<file path="src/rtl/hft_pkg.sv">
// rtl/hft_pkg.sv - shared types and defaults for the market-data packet receiver
package hft_pkg;

  typedef enum logic [1:0] {
    HUNT    = 2'd0,
    PAYLOAD = 2'd1,
    CHECK   = 2'd2
  } rx_state_e;

  localparam logic [7:0] MDP_SYNC_DEFAULT    = 8'hAA;
  localparam int         MDP_PAYLOAD_DEFAULT = 16;
  localparam int         MDP_STATS_W         = 16;

  // Saturating increment for the statistics counters.
  function automatic logic [MDP_STATS_W-1:0] sat_inc(input logic [MDP_STATS_W-1:0] v);
    return (&v) ? v : v + MDP_STATS_W'(1);
  endfunction

endpackage

</file>
<file path="src/rtl/mdp_pkt_fifo.sv">
// rtl/mdp_pkt_fifo.sv - first-word-fall-through packet FIFO; push succeeds when full if popped the same cycle
module mdp_pkt_fifo #(
  parameter int WIDTH = 128,
  parameter int DEPTH = 4
) (
  input  logic             clk,
  input  logic             rst_n,
  input  logic             push,
  input  logic [WIDTH-1:0] data_in,
  input  logic             pop,
  output logic [WIDTH-1:0] data_out,
  output logic             full,
  output logic             empty
);

  localparam int AW = $clog2(DEPTH);
  localparam int CW = AW + 1;

  logic [WIDTH-1:0] mem [DEPTH];
  logic [AW-1:0]    wr_ptr;
  logic [AW-1:0]    rd_ptr;
  logic [CW-1:0]    count;
  logic             do_push;
  logic             do_pop;

  assign full     = (count == CW'(DEPTH));
  assign empty    = (count == '0);
  assign do_pop   = pop && !empty;
  assign do_push  = push && (!full || do_pop);
  // Empty reads as zero so the head is clean out of reset and after draining.
  assign data_out = empty ? '0 : mem[rd_ptr];

  always_ff @(posedge clk or negedge rst_n) begin
    if (!rst_n) begin
      wr_ptr <= '0;
      rd_ptr <= '0;
      count  <= '0;
    end else begin
      if (do_push) wr_ptr <= wr_ptr + AW'(1);
      if (do_pop)  rd_ptr <= rd_ptr + AW'(1);
      case ({do_push, do_pop})
        2'b10:   count <= count + CW'(1);
        2'b01:   count <= count - CW'(1);
        default: count <= count;
      endcase
    end
  end

  always_ff @(posedge clk) begin
    if (do_push) mem[wr_ptr] <= data_in;
  end

endmodule

</file>
<file path="src/rtl/mdp_packet_rx.sv">
// rtl/mdp_packet_rx.sv - framed market-data receiver with XOR check, timeout and packet FIFO; stats via MDP_PACKET_RX_STATS_EN
module mdp_packet_rx
  import hft_pkg::*;
#(
  parameter logic [7:0] SYNC_BYTE     = MDP_SYNC_DEFAULT,
  parameter int         PAYLOAD_BYTES = MDP_PAYLOAD_DEFAULT,
  parameter int         TIMEOUT_CYC   = 1024,
  parameter int         FIFO_DEPTH    = 4
) (
  input  logic                       clk,
  input  logic                       rst_n,
  input  logic [7:0]                 rx_byte,
  input  logic                       rx_valid,
  output logic [PAYLOAD_BYTES*8-1:0] pkt_data,
  output logic                       pkt_valid,
  input  logic                       pkt_ready,
  output logic                       crc_err,
  output logic                       overflow,
  output logic                       timeout,
`ifdef MDP_PACKET_RX_STATS_EN
  output logic [MDP_STATS_W-1:0]     good_cnt,
  output logic [MDP_STATS_W-1:0]     crc_cnt,
  output logic [MDP_STATS_W-1:0]     drop_cnt,
`endif
  output logic                       busy
);

  localparam int PLW   = PAYLOAD_BYTES * 8;
  localparam int IDX_W = (PAYLOAD_BYTES > 1) ? $clog2(PAYLOAD_BYTES) : 1;
  localparam int TW    = $clog2(TIMEOUT_CYC + 1);

  rx_state_e        state;
  logic [IDX_W-1:0] idx;
  logic [7:0]       acc;
  logic [TW-1:0]    timer;
  logic [PLW-1:0]   payload;

  logic fifo_full;
  logic fifo_empty;
  logic pop;
  logic ck_ok;
  logic push;

  assign pkt_valid = !fifo_empty;
  assign pop       = pkt_valid && pkt_ready;
  assign busy      = (state != HUNT);
  assign ck_ok     = (state == CHECK) && rx_valid && (rx_byte == acc);
  assign push      = ck_ok && (!fifo_full || pop);

  always_ff @(posedge clk or negedge rst_n) begin
    if (!rst_n) begin
      state    <= HUNT;
      idx      <= '0;
      acc      <= '0;
      timer    <= '0;
      payload  <= '0;
      crc_err  <= 1'b0;
      overflow <= 1'b0;
      timeout  <= 1'b0;
    end else begin
      crc_err  <= 1'b0;
      overflow <= 1'b0;
      timeout  <= 1'b0;
      case (state)
        HUNT: begin
          if (rx_valid && rx_byte == SYNC_BYTE) begin
            state <= PAYLOAD;
            idx   <= '0;
            acc   <= '0;
            timer <= '0;
          end
        end
        PAYLOAD, CHECK: begin
          // An arriving byte always beats the timeout on the same cycle.
          if (rx_valid) begin
            timer <= '0;
            if (state == PAYLOAD) begin
              payload <= (payload << 8) | PLW'(rx_byte);
              acc     <= acc ^ rx_byte;
              if (idx == IDX_W'(PAYLOAD_BYTES - 1)) state <= CHECK;
              else                                   idx   <= idx + IDX_W'(1);
            end else begin
              state <= HUNT;
              if (rx_byte != acc) crc_err  <= 1'b1;
              else if (!push)     overflow <= 1'b1;
            end
          end else if (timer == TW'(TIMEOUT_CYC - 1)) begin
            state   <= HUNT;
            timeout <= 1'b1;
          end else begin
            timer <= timer + TW'(1);
          end
        end
        default: state <= HUNT;
      endcase
    end
  end

  mdp_pkt_fifo #(
    .WIDTH (PLW),
    .DEPTH (FIFO_DEPTH)
  ) u_fifo (
    .clk      (clk),
    .rst_n    (rst_n),
    .push     (push),
    .data_in  (payload),
    .pop      (pop),
    .data_out (pkt_data),
    .full     (fifo_full),
    .empty    (fifo_empty)
  );

`ifdef MDP_PACKET_RX_STATS_EN
  always_ff @(posedge clk or negedge rst_n) begin
    if (!rst_n) begin
      good_cnt <= '0;
      crc_cnt  <= '0;
      drop_cnt <= '0;
    end else begin
      if (push)                 good_cnt <= sat_inc(good_cnt);
      if (crc_err)              crc_cnt  <= sat_inc(crc_cnt);
      if (overflow || timeout)  drop_cnt <= sat_inc(drop_cnt);
    end
  end
`endif

endmodule

</file>
<file path="config.mk">
export PLATFORM = sky130hd
export DESIGN_NAME = mdp_packet_rx
export DESIGN_NICKNAME = d
export VERILOG_FILES = /design/src/rtl/hft_pkg.sv /design/src/rtl/mdp_pkt_fifo.sv /design/src/rtl/mdp_packet_rx.sv
export SDC_FILE = /design/constraint.sdc
export NUM_CORES = 1
export LEC_CHECK = 0
export BUFFER_PORTS_ARGS = -buffer_cell sky130_fd_sc_hd__buf_4
export CORE_UTILIZATION = 61
export CTS_CLUSTER_SIZE = 12
export DETAILED_ROUTE_END_ITERATION = 10
export PLACE_DENSITY = 0.8
export SETUP_SLACK_MARGIN = 0.05
export SYNTH_ARGS = -nofsm -noshare
export SYNTH_HDL_FRONTEND = slang
export SYNTH_SLANG_ARGS = --single-unit
</file>
<file path="constraint.sdc">
create_clock -name clk -period 5.45 [get_ports clk]
set_clock_uncertainty 0.2 [all_clocks]
set_input_delay 0.2725 -clock clk [delete_from_list [all_inputs] [get_ports clk]]
set_output_delay 0.2725 -clock clk [all_outputs]
set_load 0.01 [all_outputs]
</file>
==> results.md <==
- GRT Residual Overflow: 0
- Die Y: 209.6 um
- P_leak: 11.06 nW
- Crit start category: flop
- #FFs+latches synth: 675
- DRC viols: 0
- Hold Vio Cnt, Final: 0
- Fraction of layout cells with a size suffix above 1: 21.68%
- Hold Path Class: primary input to async pin
- Minimum clock period after layout: 3666 ps
- Internal power: 10.79 mW
- Critical-path top delay cell: dfrtp_4
- Largest net degree at the start of global routing: 92
- F_max: 272.8 MHz
- Routed vias: 13,994
- Max Root-Sink Buffers: 3
- PD cells: 516.3 nW/um^2
- Cells after Synth: 1,579
- Worst path max stage delay: 1020 ps
- Combinational group share of total power: 28.1%
- Clock root cell: clkbuf_16
- Uppermost layer routed: met4
- Worst relative slew slack: 23.64%
- Status: complete, no violations
- Sequential Area: 19,460 um^2
- CTS Buf Count: 68
- Synth top area cells: edfxtp_1 58%, dfrtp_1 16%, mux4_2 11%, nand2_1 5.7%, and2_1 3.2%
- Share of the synthesized area in the top cell type: 58.48%
- 1st-pass router iterations: 5
- First-pass GRT wire length: 84,510 um
- Min Hold Slack: 161.3 ps
- Die area: 43,940 um^2
- Post-synthesis async set-or-reset flop share: 24.15%
- Power share of the clock group: 28.1%
- TritonCTS clock tree: done
- Slew Limit Fails: 0
- Ys flop type: edfxtp_1
- FF-to-FF setup slack: 2100 ps
- CP max FO: 42
- Clock slew at reported path FFs: 60 ps
- Initial antenna violation count: 0
- Synth area leader: edfxtp_1
- Final setup margin: 1784 ps
- DR iter-0 viols: 1,040
- Met2 wire len: 28,030 um
- Antenna Cells: 0
- Fillers: 2,568
- Gr usage total: 25.77%
- Part of the power in registers: 43.8%
- CP most frequent cell: buf_4
- Post-Route WL: 54,800 um
- Avg Cell Area, Syn: 16.65 um^2
- Critical Path RT: 4980 ps
- Synth Cell Area: 26,290 um^2
- Seq/Total Area, Yosys: 73.99%
- Nets: 1,762
- Worst Max-Slew Pin Slew: 1145 ps
- Max Cap Viol: 0
- Starting Density: 62.26%
- Routed wl met3: 3658 um
- Number of synthesized flops with an enable pin: 512
- Netlist cell types: 53
- DRT antenna net count: 0
- Yosys warnings: 0
- DR WL/cell: 23.53 um
- Cells after DPL: 2,197
- Vias in the first global route: 14,743
- Die W: 209.6 um
- Clk sink count: 675
- Critical Setup Path Class: flop to primary output
- Final setup fails: 0
- Sw frac: 30.32%
- H-tree levels: 3
- Psw: 4.694 mW
- Place WS: 2082 ps
- Via/cell ratio: 6.009
- Core Area: 42,230 um^2
- RSZ-0062 raised after global routing: no
- Row count: 75
- Multi-input combinational cell area: 6404 um^2
- Layout Cells excl Fill: 2,329
- Post-Syn Nets: 1,602
- Crit path arrival time: 3190 ps
- Gpl congestion: 0.7530
- Element type at the critical path end: primary output
- Ports: 145
- Maximum vdd drop: 0.0003078 V
- Critical path, cell by cell: buf_4, mux4_2, and2_1, buf_4
- Period Utilization, post-route: 67.26%
- Port Buffer Count: 144
- Dpl hpwl: 28,930 um
- Area grow syn2layout: 14.04%
- Setup TNS: 0 ps
- Post-Route M1 WL: 21,900 um
- Later-pin clock latency in the skew report: 590 ps
[final cells by class]
class | instances | area share [%]
clock buffers | 112 | 6.568
clock inverters | 9 | 0.2420
inverters | 10 | 0.1252
multi-input cells | 813 | 21.36
flip-flops and latches | 675 | 64.91
well taps | 539 | 2.249
repair buffers | 171 | 4.553
[cell usage in the layout (no fill, tap or decap), types with 8 or more instances in the layout]
cell type / netlist / layout
buf_4: 1 / 155
o21ai_1: 12 / 12
ha_1: 10 / 10
nand2_1: 397 / 397
clkbuf_1: 36 / 36
nor2b_1: 8 / 8
nand2b_1: 11 / 11
clkbuf_16: 0 / 70
xnor2_1: 11 / 11
o31ai_1: 9 / 9
inv_1: 9 / 9
nand3_1: 14 / 13
dlygate4sd3_1: 0 / 11
edfxtp_1: 512 / 512
mux4_2: 128 / 128
dfrtp_1: 163 / 161
and2_1: 133 / 129
[state kept, by name (all words and copies together) (netlist names)]
name           flops
u_fifo.wr_ptr      2
timer             11
state              2
crc_err            1
idx                4
u_fifo.rd_ptr      2
overflow           1
acc                8
timeout            1
payload          128
u_fifo.mem       512
u_fifo.count       3
[power groups by stage]
stage	clock network [mW]	logic, mW	registers [mW]
detailed placement	0	4.36	6.87
global placement	0	4.29	6.83
floorplan	0	2.90	6.48
global route	4.60	4.67	6.86
CTS	4.40	4.42	6.78
finish	4.35	4.35	6.78
[worst paths after layout]
kind | from | endpoint | cells after the start
setup / recovery | u_fifo.rd_ptr[0] | pkt_data[105] | 4
hold / removal | rst_n | payload[49] | 2
setup reg to reg | state[0] | u_fifo.mem[0][41] | 6
hold reg to reg | u_fifo.count[2] | u_fifo.count[2] | 1
max in group asynchronous | rst_n | payload[76] | 3
min in group clk | rx_byte[2] | payload[2] | 4
[synth_stat cells, drive strengths merged, types with 3 or more instances]
master / count
nand3: 14
nor3: 4
nand2b: 11
o21a: 3
xor2: 3
clkbuf: 36
and4: 3
dfrtp: 163
and3: 3
nand2: 397
mux2i: 3
nand4: 4
o21ai: 15
mux4: 128
a21oi: 7
a31oi: 7
xnor2: 11
o31ai: 11
nor2: 7
nor2b: 8
and2: 133
buf: 45
edfxtp: 512
o211ai: 4
ha: 10
inv: 10
[timing repair]
action,CTS,global route
buffers inserted,0,0
hold endpoints to repair,108,0
setup endpoints to repair,0,0
gates resized for setup,0,0
hold buffers,11,0
[stage by stage]
stage               instance area [um^2]  power (mW)  utilization (%)
finish                             29980       15.48            71.00
global route                       29980       16.13            71.00
CTS                                29980       15.61            71.00
detailed placement                 27830       11.24            65.91
global placement                   27830       11.12            65.91
floorplan                          26290       9.381                -
[cells by family (layout without fill, tap and decap cells)]
logic type	after synthesis	after routing	synth area share, %
AOI/OAI and AO/OA	58	58	1.523
xor gates and xnor gates	14	14	0.4664
adders and majority gates	11	11	0.5520
buffers and inverters	91	302	1.780
DFF	675	675	73.99
muxes	133	133	11.16
and+or+nand+nor	597	597	10.53
[layer usage]
metal / GRT usage (%) / vias up
met5: 0 / -
met4: 8.231 / 0
li1: - / 6132
met1: 35.04 / 7225
met3: 5.267 / 95
met2: 42.50 / 542
[critical path, delay by kind of cell (launching register included)]
family	cells	cell delay, ps
simple gates	1	190
mux	1	620
flops	1	1020
buf+inv	2	730
(Power assumes the default switching activity.)
